==> src/rtl/load_store_unit.sv <==
// load_store_unit: byte/half/word load-store front end for MemoryBlock.
// Optional misalignment trap: define MISALIGN_TRAP_EN.
// Ports: clk, reset (async, active-high); request handshake
//   req_valid/req_ready with req_write/size/signed/addr/wdata;
//   response resp_valid/resp_data/resp_fault (no backpressure);
//   memory side mem_address/mem_write_enable/mem_write_value/mem_read_value.
module load_store_unit #(
    parameter int ADDR_W = 10
) (
    input  logic              clk,
    input  logic              reset,
    input  logic              req_valid,
    output logic              req_ready,
    input  logic              req_write,
    input  logic [1:0]        req_size,
    input  logic              req_signed,
    input  logic [ADDR_W-1:0] req_addr,
    input  logic [31:0]       req_wdata,
    output logic              resp_valid,
    output logic [31:0]       resp_data,
    output logic              resp_fault,
    output logic [ADDR_W-1:0] mem_address,
    output logic [1:0]        mem_write_enable,
    output logic [31:0]       mem_write_value,
    input  logic [31:0]       mem_read_value
);

    typedef enum logic [2:0] {IDLE, WRITE, READ0, READ1, RESP} state_t;

    state_t            state;
    logic [ADDR_W-1:0] addr_q;
    logic [1:0]        size_q;
    logic              sign_q;
    logic [31:0]       wdata_q;
    logic [1:0]        beat_q;
    logic [1:0]        last_q;
    logic [31:0]       lo_q;
    logic [1:0]        next_beat;

    function automatic logic is_misaligned(input logic [1:0] sz,
                                           input logic [1:0] lo);
        case (sz)
            2'b00:   return 1'b0;
            2'b01:   return lo[0];
            default: return lo != 2'b00;
        endcase
    endfunction

    // Access crosses into the next word: needs a second read.
    function automatic logic is_split(input logic [1:0] sz,
                                      input logic [1:0] lo);
        case (sz)
            2'b00:   return 1'b0;
            2'b01:   return lo == 2'b11;
            default: return lo != 2'b00;
        endcase
    endfunction

    // w holds {next word, first word}; shift down to the addressed byte.
    function automatic logic [31:0] extract(input logic [63:0] w,
                                            input logic [1:0]  lo,
                                            input logic [1:0]  sz,
                                            input logic        sg);
        logic [31:0] s;
        s = 32'(w >> {lo, 3'b000});
        case (sz)
            2'b00:   return {{24{sg & s[7]}}, s[7:0]};
            2'b01:   return {{16{sg & s[15]}}, s[15:0]};
            default: return s;
        endcase
    endfunction

    assign req_ready = (state == IDLE);
    assign next_beat = beat_q + 2'd1;

`ifdef MISALIGN_TRAP_EN
    logic fault_q;
    assign resp_fault = fault_q;
`else
    assign resp_fault = 1'b0;
`endif

    always_ff @(posedge clk or posedge reset) begin
        if (reset) begin
            state            <= IDLE;
            addr_q           <= '0;
            size_q           <= 2'b00;
            sign_q           <= 1'b0;
            wdata_q          <= '0;
            beat_q           <= 2'd0;
            last_q           <= 2'd0;
            lo_q             <= '0;
            resp_valid       <= 1'b0;
            resp_data        <= '0;
            mem_address      <= '0;
            mem_write_enable <= 2'b00;
            mem_write_value  <= '0;
`ifdef MISALIGN_TRAP_EN
            fault_q          <= 1'b0;
`endif
        end else begin
            case (state)
                IDLE: begin
                    if (req_valid) begin
                        addr_q  <= req_addr;
                        size_q  <= req_size;
                        sign_q  <= req_signed;
                        wdata_q <= req_wdata;
                        beat_q  <= 2'd0;
`ifdef MISALIGN_TRAP_EN
                        if (is_misaligned(req_size, req_addr[1:0])) begin
                            state      <= RESP;
                            resp_valid <= 1'b1;
                            resp_data  <= '0;
                            fault_q    <= 1'b1;
                        end else
`endif
                        if (req_write) begin
                            state       <= WRITE;
                            mem_address <= req_addr;
                            if (is_misaligned(req_size, req_addr[1:0])) begin
                                // Split into single-byte beats.
                                mem_write_enable <= 2'b01;
                                mem_write_value  <= {24'h0, req_wdata[7:0]};
                                last_q <= (req_size == 2'b01) ? 2'd1 : 2'd3;
                            end else begin
                                case (req_size)
                                    2'b00:   mem_write_enable <= 2'b01;
                                    2'b01:   mem_write_enable <= 2'b10;
                                    default: mem_write_enable <= 2'b11;
                                endcase
                                mem_write_value <= req_wdata;
                                last_q          <= 2'd0;
                            end
                        end else begin
                            state       <= READ0;
                            mem_address <= {req_addr[ADDR_W-1:2], 2'b00};
                        end
                    end
                end
                WRITE: begin
                    if (beat_q == last_q) begin
                        state            <= RESP;
                        mem_write_enable <= 2'b00;
                        mem_write_value  <= '0;
                        resp_valid       <= 1'b1;
                        resp_data        <= '0;
                    end else begin
                        beat_q          <= next_beat;
                        mem_address     <= mem_address + ADDR_W'(1);
                        mem_write_value <= {24'h0,
                                            wdata_q[{next_beat, 3'b000} +: 8]};
                    end
                end
                READ0: begin
                    lo_q <= mem_read_value;
                    if (is_split(size_q, addr_q[1:0])) begin
                        state       <= READ1;
                        mem_address <= mem_address + ADDR_W'(4);
                    end else begin
                        state      <= RESP;
                        resp_valid <= 1'b1;
                        resp_data  <= extract({32'h0, mem_read_value},
                                              addr_q[1:0], size_q, sign_q);
                    end
                end
                READ1: begin
                    state      <= RESP;
                    resp_valid <= 1'b1;
                    resp_data  <= extract({mem_read_value, lo_q},
                                          addr_q[1:0], size_q, sign_q);
                end
                RESP: begin
                    state      <= IDLE;
                    resp_valid <= 1'b0;
                    resp_data  <= '0;
`ifdef MISALIGN_TRAP_EN
                    fault_q    <= 1'b0;
`endif
                end
                default: state <= IDLE;
            endcase
        end
    end

endmodule
==> config.mk <==
export PLATFORM = sky130hd
export DESIGN_NAME = load_store_unit
export DESIGN_NICKNAME = d
export VERILOG_FILES = /design/src/rtl/load_store_unit.sv
export SDC_FILE = /design/constraint.sdc
export NUM_CORES = 1
export LEC_CHECK = 0
export ABC_AREA = 1
export CORE_AREA = 2 2 123 125
export CTS_BUF_LIST = sky130_fd_sc_hd__clkbuf_4 sky130_fd_sc_hd__clkbuf_8
export CTS_CLUSTER_DIAMETER = 80
export DETAILED_ROUTE_END_ITERATION = 8
export DIE_AREA = 0 0 125 127
export PLACE_DENSITY = 0.88
export SYNTH_ARGS = -nofsm -noshare
export SYNTH_HDL_FRONTEND = slang
export SYNTH_SLANG_ARGS = --single-unit
==> constraint.sdc <==
create_clock -name clk -period 9.54 [get_ports clk]
set_clock_uncertainty 0.1 [all_clocks]
set_input_delay 1.908 -clock clk [delete_from_list [all_inputs] [get_ports clk]]
set_output_delay 1.908 -clock clk [all_outputs]
set_load 0.02 [all_outputs]
=== After elaboration in Yosys (flattened, before gate mapping) ===
Cells that the tools add are included.

* Mux-type cells: 40
* Shift-type cells: 3
* Bitwise gates (word level): 4
* Equality and inequality tests: 14
* Reduce and logical (&&, ||, !) cells: 16
* Add/subtract/negate cells: 3

{| class="wikitable"
|+ Operator list
! operator !! count
|-
| 32-bit case mux with 2 select lines || 3
|-
| 32-bit two-way mux || 5
|-
| 32-bit case mux with 4 select lines || 1
|-
| 64-bit by 5-bit right shift with 32-bit output || 1
|-
| 32-bit by 6-bit indexed part select with 8-bit output || 1
|-
| 32-bit by 5-bit right shift with 32-bit output || 1
|-
| 10-bit two-way mux || 3
|-
| 10-bit case mux with 3 select lines || 1
|-
| 2-bit two-way mux || 10
|-
| 2-bit case mux with 2 select lines || 3
|-
| 3-bit case mux with 4 select lines || 1
|-
| 3-bit AND reduction || 4
|-
| 10-bit by 1-bit adder with 10-bit output (second input constant) || 1
|-
| 10-bit by 3-bit adder with 10-bit output (second input constant) || 1
|-
| 2-bit inequality test (second input constant) || 5
|-
| 3-bit two-way mux || 3
|-
| 8-bit two-way mux || 1
|-
| 4-bit AND reduction || 2
|-
| 3-bit by 2-bit equality test with 1-bit output (second input constant) || 2
|-
| 1-bit two-way mux || 6
|-
| 2-bit nonzero test || 3
|-
| 1-bit bitwise AND || 4
|-
| 2-bit by 1-bit equality test with 1-bit output (second input constant) || 2
|-
| 2-bit zero test || 2
|-
| other kinds (12) || 14
|}

* Register bits: 153
* Output and inout bits: 79
* Logic and storage cells: 93
* Input bits: 81

=== Depth between registers and ports, before layout ===
Gate-level depths: netlist of run 1.

* Word-level depth: 9
* Mapped depth: 13
* Depth with buffers taken out: 11

=== Worst setup path after synthesis of run 1 ===
No wires, ideal clock.

* Path kind: in2reg
* Start: input port req_valid
* End: register mem_write_value[13]
* Data arrival time: 2.716 ns
* Library setup time: 0.128 ns
* Stages on the path: 9
* Required time: 9.312 ns
* Slack: 6.597 ns
* Buffers on the path: 2
* Cell sequence: inv_1 -> nor2_4 -> inv_4 -> nor2_4 -> nor2_2 -> buf_2 -> buf_6 -> nand2_1 -> o21ai_0

* Cells in the longest elaborated chain, start to end: 2

{| class="wikitable"
|+ Ends and longest elaborated chain
! item !! RTL line !! source
|-
| from (decl) || 12 || <nowiki>input logic req_valid,</nowiki>
|-
| 2-bit inequality test (no line) || - ||
|-
| 3-bit AND reduction (no line) || - ||
|-
| to (signal assigned) || 124 || <nowiki>mem_write_value <= {24'h0, req_wdata[7:0]};</nowiki>
|-
| to (signal assigned) || 132 || <nowiki>mem_write_value <= req_wdata;</nowiki>
|-
| to (signal assigned) || 151 || <nowiki>mem_write_value <= {24'h0,</nowiki>
|-
| to (decl) || 24 || <nowiki>output logic [31:0] mem_write_value,</nowiki>
|}

No other way between the ends.
A chain may end at the register's enable or synchronous reset.

=== Worst setup path after layout of run 1 ===
* Start: register state[0]
* End: output port req_ready

* Cells in the longest elaborated chain, start to end: 1

{| class="wikitable"
|+ Ends and longest elaborated chain
! item !! RTL line !! source
|-
| from (decl) || 30 || <nowiki>state_t state;</nowiki>
|-
| from (signal assigned) || 85 || <nowiki>state <= IDLE;</nowiki>
|-
| from (signal assigned) || 119 || <nowiki>state <= WRITE;</nowiki>
|-
| from (signal assigned) || 136 || <nowiki>state <= READ0;</nowiki>
|-
| 3-bit zero test || 73 || <nowiki>assign req_ready = (state == IDLE);</nowiki>
|-
| to (decl) || 13 || <nowiki>output logic req_ready,</nowiki>
|}

No other way between the ends.

==> results_dict.tcl, run 1 <==
set metrics [dict create \
    rsz0062_at_grt "no" \
    n_antenna_cell 0 \
    reg2reg_depth 8 \
    hold_violations 0 \
    crit_end "req_ready" \
    finalSetupViolations 0 \
    slew_headroom_pct 46.2 \
    h-tree-depth 4 \
    die_width_um 125 \
    dr.pass1.iters 8 \
    drive_gt1_share_pct 5.29 \
    path_max_fanout 5 \
    clk_latency_ps 470 \
    worst_slack_ps 5540 \
    place.gp.congestion 0.942 \
    vias 8801 \
    drv_slew 0 \
    wl_per_cell_um 16.6 \
    first_iter_violations 1022 \
    ys_seq_elements 153 \
    numClockSinks 153 \
    initial_utilization_pct 58.9 \
    tightestPinTransition_ps 807 \
    layout.cells.non_filler 1526 \
    fillers 1185 \
    die_h_um 127 \
    ios 160 \
    p_leak_nw 5.10 \
    postSynthAreaPerCell_um2 7.05 \
    hpwl_mm 17.7 \
    grt_use_total_pct 31.8 \
    power_density_nw_per_um2 349 \
    yosysTopAreaCell "dfrtp_1" \
    max_freq_ghz 0.250 \
    yosysMostFrequentCell "nand2_1" \
    dp.cells 1494 \
    dp_slack_ps 5470 \
    yosysSeqAreaShare_pct 45.1 \
    core_um2 14400 \
    synth_area_leaders "dfrtp_1 (45%), nand2_1 (23%), o21ai_0 (9.1%), inv_1 (3.8%), nand3_1 (3.8%)" \
    async_flop_share_pct 100 \
    fin_tns_setup_ps 0 \
    cts_tree "done" \
    clk_pin_slew_ps 100 \
    min_period_ps 4000 \
    yosys-top-cells-count "nand2_1 (531), o21ai_0 (154), dfrtp_1 (153)" \
    maxCapViolations 0 \
    nets 1412 \
    area_growth_pct 23.1 \
    synth.top_cell.area_share_pct 45.1 \
    syn_inst 1205 \
    cts-root-buf "clkbuf_8" \
    grt_remaining_overflow 0 \
    grt_pass1_vias 8338 \
    routed_wl_mm 25.3 \
    status "finished clean" \
    rrSetupSlack_ps 6490 \
    required_ps 7530 \
    io_buffers 158 \
    viasPerCell 5.77 \
    post_cts_buffers 0 \
    antenna_left 0 \
    power.total_mw 3.65 \
    post-route-period-util_pct 42.0 \
    rows 44 \
    r2r-start "addr_q[0]$_DFFE_PP0P_" \
    cp.arrival_ps 1990 \
    cp-end-kind "output pin" \
    cts_buffers 17 \
    holdWs_ps 382 \
    yosysWarnings 0 \
    post-route-drc-count 0 \
    hold_buffers 0 \
    startpoint_type "flip-flop" \
    rr_endpoint "resp_data[13]$_DFFE_PP0P_" \
    syn-num-nets 1288 \
    crit_type "flip-flop to output pin" \
    syn_area_um2 8490 \
    synthFlopType "dfrtp_1" \
    synth_edf_count 0 \
    startpoint "state[0]$_DFFE_PP0P_" \
    ys_types 34 \
    grt_max_degree 93 \
    cts_buffer_depth 2 \
    hp-class "flip-flop to flip-flop" \
    cts_resized 0 \
    ir_drop_uv 270 \
    antenna_found_initial 0 \
    grt_pass1_wl_mm 40.6 \
    die_area_um2 15900 \
]
worst max-delay path: stages (launching register included):
cell	delay (ps)
dfrtp_1	420
nor2_2	190
nand2_1	170
inv_2	140
clkdlybuf4s50_1	620
logic make-up (layout without fill, tap and decap cells):
logic type | after synthesis | count (layout) | share of synthesized area [%]
AOI/OAI and AO/OA | 224 | 224 | 14.7
xor gates and xnor gates | 4 | 4 | 0.413
adders and majority gates | 2 | 2 | 0.295
buffers and inverters | 161 | 298 | 8.08
DFF | 153 | 153 | 45.1
other | 1 | 1 | 0.0442
and+or+nand+nor | 660 | 660 | 31.4
flip-flops by register name (all words and copies together), names as in the netlist:
| signal | cells |
|---|---|
| size_q | 2 |
| mem_write_enable | 2 |
| resp_data | 32 |
| addr_q | 2 |
| beat_q | 2 |
| resp_valid | 1 |
| sign_q | 1 |
| wdata_q | 32 |
| lo_q | 32 |
| last_q | 2 |
| mem_address | 10 |
| mem_write_value | 32 |
| state | 3 |
per-layer routing:
metal	track usage (%)	wire, µm
met5	0	0
met4	16.6	1210
met3	6.32	2070
met2	52.5	12100
met1	40.0	9950
how the worst min path moves through the flow:
stage                                        start                       end  slack (ps)  cells after the start
final                      wdata_q[17]$_DFFE_PP0P_   wdata_q[17]$_DFFE_PP0P_         380                      2
after global routing      resp_data[0]$_DFFE_PP0P_  resp_data[0]$_DFFE_PP0P_         420                      2
after CTS                  wdata_q[17]$_DFFE_PP0P_   wdata_q[17]$_DFFE_PP0P_         390                      2
after detailed placement   wdata_q[17]$_DFFE_PP0P_   wdata_q[17]$_DFFE_PP0P_         360                      2
after global placement     wdata_q[20]$_DFFE_PP0P_   wdata_q[20]$_DFFE_PP0P_         360                      2
after floorplan                 sign_q$_DFFE_PP0P_        sign_q$_DFFE_PP0P_         340                      2
stage by stage:
step | area, µm² | utilization, %
floorplan | 8490 | -
global placement | 10100 | 69.8
detailed placement | 10100 | 69.8
CTS | 10500 | 72.5
global route | 10500 | 72.5
finish | 10500 | 72.5
final cells by class:
type	instances	area (µm²)	area share [%]
Multi-Input combinational cell	891	3980	38.0
Tap cell	184	230	2.20
Clock inverter	15	158	1.51
Clock buffer	17	234	2.24
Timing Repair Buffer	165	1630	15.6
Sequential cell	153	3830	36.6
Inverter	101	392	3.75
power by group:
| group | total, mW | internal, mW | switching, mW | leakage (nW) |
|---|---|---|---|---|
| logic | 2.00 | 0.705 | 1.29 | 2.95 |
| clock network | 0.494 | 0.196 | 0.298 | 0.199 |
| registers | 1.16 | 0.954 | 0.207 | 1.95 |
placed cells by master, fill, tap and decap left out, types with 5 or more instances in the layout:
| master | Yosys | routed |
|---|---|---|
| nor2_1 | 40 | 40 |
| o221ai_1 | 8 | 8 |
| nor2_4 | 5 | 5 |
| inv_1 | 87 | 86 |
| buf_4 | 6 | 7 |
| nand3_1 | 64 | 64 |
| clkdlybuf4s50_1 | 0 | 158 |
| dfrtp_1 | 153 | 152 |
| a21oi_1 | 14 | 14 |
| nand3_2 | 6 | 6 |
| o22ai_1 | 11 | 11 |
| clkbuf_8 | 0 | 17 |
| o21ai_0 | 154 | 154 |
| inv_2 | 7 | 7 |
| inv_8 | 0 | 5 |
| nand2_1 | 531 | 531 |
| o21ai_1 | 6 | 6 |
| o211ai_1 | 28 | 28 |
No activity file was read; power rests on OpenSTA's default activity.
==> run 2, diff against run 1 <==
- CORE_AREA: 2 2 123 125 -> 2 2 135 137
- DIE_AREA: 0 0 125 127 -> 0 0 137 139
- PLACE_DENSITY: 0.88 -> 0.78
- clock period: 9.54 -> 3.29 ns (I/O delays scaled with it)
==> run 2 against run 1 <==
  * Flip-flop and latch count stayed put
  * Sequential power grew to 2.9 times the previous value
  * Non-clock buffer count is 6 higher
  * Cell count is 3.3% higher
  * Total power grew to 2.9 times the previous value
  * Register-to-register slack worse by 5600 ps
  * Via count is 3.5% lower
  * First-iteration DRC count is 31% lower
  * Count of clock-buffer cells in the layout stayed put
  * Cell area is 1.3% higher
  * Largest cell class unchanged
==> results_dict.tcl, run 2 (same netlist as run 1, synthesis figures left out) <==
set metrics [dict create \
    clkPwrFrac_pct 14.2 \
    cts_buffer_depth 2 \
    cts_tree "done" \
    hpwl_mm 17.9 \
    status "finished clean" \
    cts_resized 0 \
    ir_drop_uv 494 \
    cp_slowest_stage_delay_ps 640 \
    cts-root-buf "clkbuf_8" \
    final_common_cell "nand2_1" \
    area_growth_pct 24.8 \
    vias 8496 \
    wl_per_cell_um 15.7 \
    n_antenna_cell 0 \
    crit_type "flip-flop to output pin" \
    max_freq_ghz 0.362 \
    nets 1418 \
    viasPerCell 5.39 \
    dr.pass1.iters 5 \
    pwr-share-seq_pct 31.8 \
    grt_max_degree 92 \
    core_um2 17700 \
    combPwrFrac_pct 54.0 \
    maxCapViolations 0 \
    die_area_um2 19000 \
    p_int_mw 5.43 \
    post-route-period-util_pct 83.9 \
    grt_use_total_pct 27.0 \
    grtUsageMet2_pct 42.9 \
    path_max_fanout 5 \
    grt_remaining_overflow 0 \
    die_h_um 139 \
    clk_latency_ps 470 \
    grt_pass1_wl_mm 40.4 \
    antenna_found_initial 1 \
    grt_pass1_vias 8080 \
    netSwitchingFraction_pct 48.9 \
    crit_chain "nor2_2 > nand2_1 > inv_2 > clkdlybuf4s50_1" \
    tightestPinTransition_ps 746 \
    post-route-drc-count 0 \
    post_cts_buffers 0 \
    io_buffers 158 \
    use_met1_pct 35.8 \
    min_period_ps 2760 \
    final_cell_mix "nand2_1 (531), clkdlybuf4s50_1 (158), o21ai_0 (154), dfrtp_1 (152), inv_1 (86)" \
    drive_gt1_share_pct 5.71 \
    power.switching_mw 5.19 \
    power_density_nw_per_um2 1000 \
    required_ps 2530 \
    hp-class "primary input to asynchronous set/reset pin" \
    ios 160 \
    p_leak_nw 5.15 \
    antenna_left 0 \
    gr-usage-met3_pct 5.37 \
    initial_utilization_pct 48.1 \
    h-tree-depth 4 \
    slew_headroom_pct 50.3 \
    cp.arrival_ps 2000 \
    cp-end-kind "output pin" \
    clk_pin_slew_ps 110 \
    hold_violations 0 \
    finalSetupViolations 0 \
    hold_buffers 0 \
    rsz0062_at_grt "no" \
    fin_tns_setup_ps 0 \
    worst_slack_ps 529 \
    die_width_um 137 \
    place.gp.congestion 0.899 \
    dp_slack_ps 759 \
    crit_slowest_cell "clkdlybuf4s50_1" \
    holdWs_ps 370 \
    rows 49 \
    numClockSinks 153 \
    top_usage_layer "met2" \
    layout.cells.non_filler 1577 \
    startpoint_type "flip-flop" \
    routed_wl_mm 24.7 \
    cts_buffers 17 \
    drv_slew 0 \
    dp.cells 1545 \
    first_iter_violations 705 \
]
-- run 2: worst paths after layout --
check                                   startpoint                       end  slack [ps]  cells past startpoint
hold reg to reg            wdata_q[21]$_DFFE_PP0P_   wdata_q[21]$_DFFE_PP0P_         380                      2
max in group asynchronous                    reset  resp_data[1]$_DFFE_PP0P_        1970                      3
setup / recovery              state[0]$_DFFE_PP0P_                 req_ready         530                      4
min in group clk           wdata_q[21]$_DFFE_PP0P_   wdata_q[21]$_DFFE_PP0P_         380                      2
setup reg to reg             size_q[1]$_DFFE_PP0P_  resp_data[9]$_DFFE_PP0P_         880                      7
hold / removal                               reset    wdata_q[3]$_DFFE_PP0P_         370                      2
-- run 2: power groups by stage --
| stage | logic (mW) | registers, mW | clock network [mW] |
|---|---|---|---|
| 2_1_floorplan | 3.42 | 3.76 | 0 |
| 3_3_place_gp | 5.59 | 3.38 | 0 |
| 3_5_place_dp | 5.71 | 3.39 | 0 |
| 4_1_cts | 5.74 | 3.37 | 1.52 |
| 5_1_grt | 6.42 | 3.48 | 1.61 |
| 6_report | 5.74 | 3.38 | 1.50 |
-- run 2: cell type report --
class                           instances  area (µm²)
Clock buffer                           17         234
Clock inverter                         15         184
Fill cell                            1617        7060
Inverter                              101         390
Multi-Input combinational cell        891        3980
Sequential cell                       153        3830
Tap cell                              229         287
Timing Repair Buffer                  171        1690
-- run 2: metrics by stage --
| step | total power [mW] | utilization (%) | cell area, µm² |
|---|---|---|---|
| after floorplan | 7.18 | - | 8490 |
| after global placement | 8.97 | 57.6 | 10200 |
| after detailed placement | 9.11 | 57.6 | 10200 |
| after CTS | 10.6 | 60.0 | 10600 |
| after global routing | 11.5 | 60.0 | 10600 |
| final | 10.6 | 60.0 | 10600 |
-- run 2: worst max-delay path, delay by kind of cell, from the launching register on --
| family | cells | cell delay, ps |
|---|---|---|
| and+or+nand+nor | 2 | 350 |
| buffers and inverters | 2 | 760 |
| DFF | 1 | 420 |
-- run 2: per-layer routing --
layer  share of wire, %  routed length (µm)
met5              0.053                  13
met1                 42               10500
met2                 47               11600
met3                7.2                1790
met4                3.4                 852
==> run 3, diff against run 2 <==
- clock period: 3.29 -> 2.48 ns (I/O delays scaled with it)
==> run 3 against run 2 <==
  * Largest cell class unchanged
  * Critical path depth unchanged
  * Critical endpoint unchanged
  * Total power grew 34%
  * Combinational power is 37% higher
  * Count of clock-buffer cells in the layout rose by 1
==> results_dict.tcl, run 3 (same netlist as run 1, synthesis figures left out) <==
set metrics [dict create \
    required_ps 1880 \
    area_growth_pct 26.3 \
    critPathTopFamily "buffers and inverters" \
    ir_drop_uv 634 \
    rows 49 \
    die_h_um 139 \
    final_cell_mix "nand2_1 (531), clkdlybuf4s50_1 (157), o21ai_0 (154), dfrtp_1 (152), inv_1 (86)" \
    cts_buffers 17 \
    finalSetupViolations 0 \
    post_cts_buffers 0 \
    path_max_fanout 5 \
    power.total_mw 14.3 \
    grt_use_total_pct 27.2 \
    wl_met1_mm 10.4 \
    layout.cells.non_filler 1589 \
    first_iter_violations 751 \
    die_width_um 137 \
    fin_tns_setup_ps 0 \
    status "finished clean" \
    final_common_cell "nand2_1" \
    min_period_ps 2260 \
    post-route-drc-count 0 \
    rsz0062_at_grt "no" \
    max_freq_ghz 0.442 \
    route.met2.wl_mm 11.7 \
    clk_latency_ps 460 \
    grt_pass1_vias 8419 \
    grt_max_degree 92 \
    hp-class "primary input to asynchronous set/reset pin" \
    nets 1430 \
    cp.arrival_ps 1670 \
    numClockSinks 153 \
    dp.cells 1557 \
    ios 160 \
    dr.pass1.iters 5 \
    postLayoutCoreUtil_pct 60.7 \
    holdWs_ps 380 \
    place.gp.congestion 0.895 \
    slew_headroom_pct 60.4 \
    crit_chain "nor2_2 > nand2_1 > inv_2 > dlygate4sd2_1" \
    clk_pin_slew_ps 100 \
    n_antenna_cell 0 \
    crit_type "flip-flop to output pin" \
    cts-root-buf "clkbuf_8" \
    drive_gt1_share_pct 6.54 \
    vias 8587 \
    worst_slack_ps 218 \
    worst-path-buf-inv 2 \
    wl_per_cell_um 15.7 \
    fillers 1602 \
    power_density_nw_per_um2 1330 \
    p_leak_nw 5.22 \
    dp_slack_ps 132 \
    die_area_um2 19000 \
    viasPerCell 5.40 \
    cts_tree "done" \
    maxUsedRoutingLayer "met5" \
    drv_slew 0 \
    routed_wl_mm 24.9 \
    core_um2 17700 \
    grt_pass1_wl_mm 41.2 \
    antenna_left 0 \
    fin_area_um2 10700 \
    hpwl_mm 18.2 \
    placed_area_um2 10300 \
    crit_slowest_cell "dfrtp_1" \
    cp-end-kind "output pin" \
    hold_violations 0 \
    grt_remaining_overflow 0 \
    cp_slowest_stage_delay_ps 420 \
    met3RoutedLength_mm 1.85 \
    cts_buffer_depth 2 \
    maxCapViolations 0 \
    io_buffers 158 \
    post-route-period-util_pct 91.2 \
    antenna_found_initial 2 \
    h-tree-depth 4 \
    initial_utilization_pct 48.1 \
    tightestPinTransition_ps 592 \
    startpoint_type "flip-flop" \
]
run 3: area by class of cell:
| class | instances | area (µm²) | share of cell area [%] |
|---|---|---|---|
| timing repair buffer | 183 | 1830 | 17.1 |
| multi-input combinational | 891 | 3980 | 37.1 |
| clock buffer | 18 | 248 | 2.31 |
| tap | 229 | 287 | 2.67 |
| sequential | 153 | 3830 | 35.7 |
| clock inverter | 14 | 165 | 1.54 |
| inverter | 101 | 390 | 3.64 |
run 3: path summary, 6_finish.rpt:
kind	cells past startpoint	slack, ps	end	from
max	4	220	req_ready	state[2]$_DFFE_PP0P_
min	3	380	lo_q[5]$_DFFE_PP0P_	reset
max reg2reg	9	430	resp_data[22]$_DFFE_PP0P_	size_q[1]$_DFFE_PP0P_
min reg2reg	2	390	resp_data[14]$_DFFE_PP0P_	resp_data[14]$_DFFE_PP0P_
max in group asynchronous	3	1450	addr_q[0]$_DFFE_PP0P_	reset
min in group clk	2	390	resp_data[14]$_DFFE_PP0P_	resp_data[14]$_DFFE_PP0P_
run 3: worst register-to-register path, stage by stage (launching register included):
cell     delay [ps]
dfrtp_1         470
inv_4           150
nand2_1          90
nor2_1          230
nand3_2         360
nand3_2         300
nand2_1         110
nand2_1          80
nand2_1          50
nand2_1          60
run 3: routing by layer:
layer,GRT usage [%],up-vias
met5,0,-
met4,12.2,2
met3,6.76,77
met2,42.8,342
met1,35.3,4017
li1,-,4149
run 3: report_power, final:
part	switching [mW]	internal [mW]
registers	0.774	3.67
logic	4.96	2.90
clock network	1.15	0.797
total	6.88	7.37
run 3: repair_timing:
action,4_1_cts,5_1_grt
hold buffers,0,0
gates resized for setup,1,0
hold endpoints to repair,0,0
setup endpoints to repair,1,0
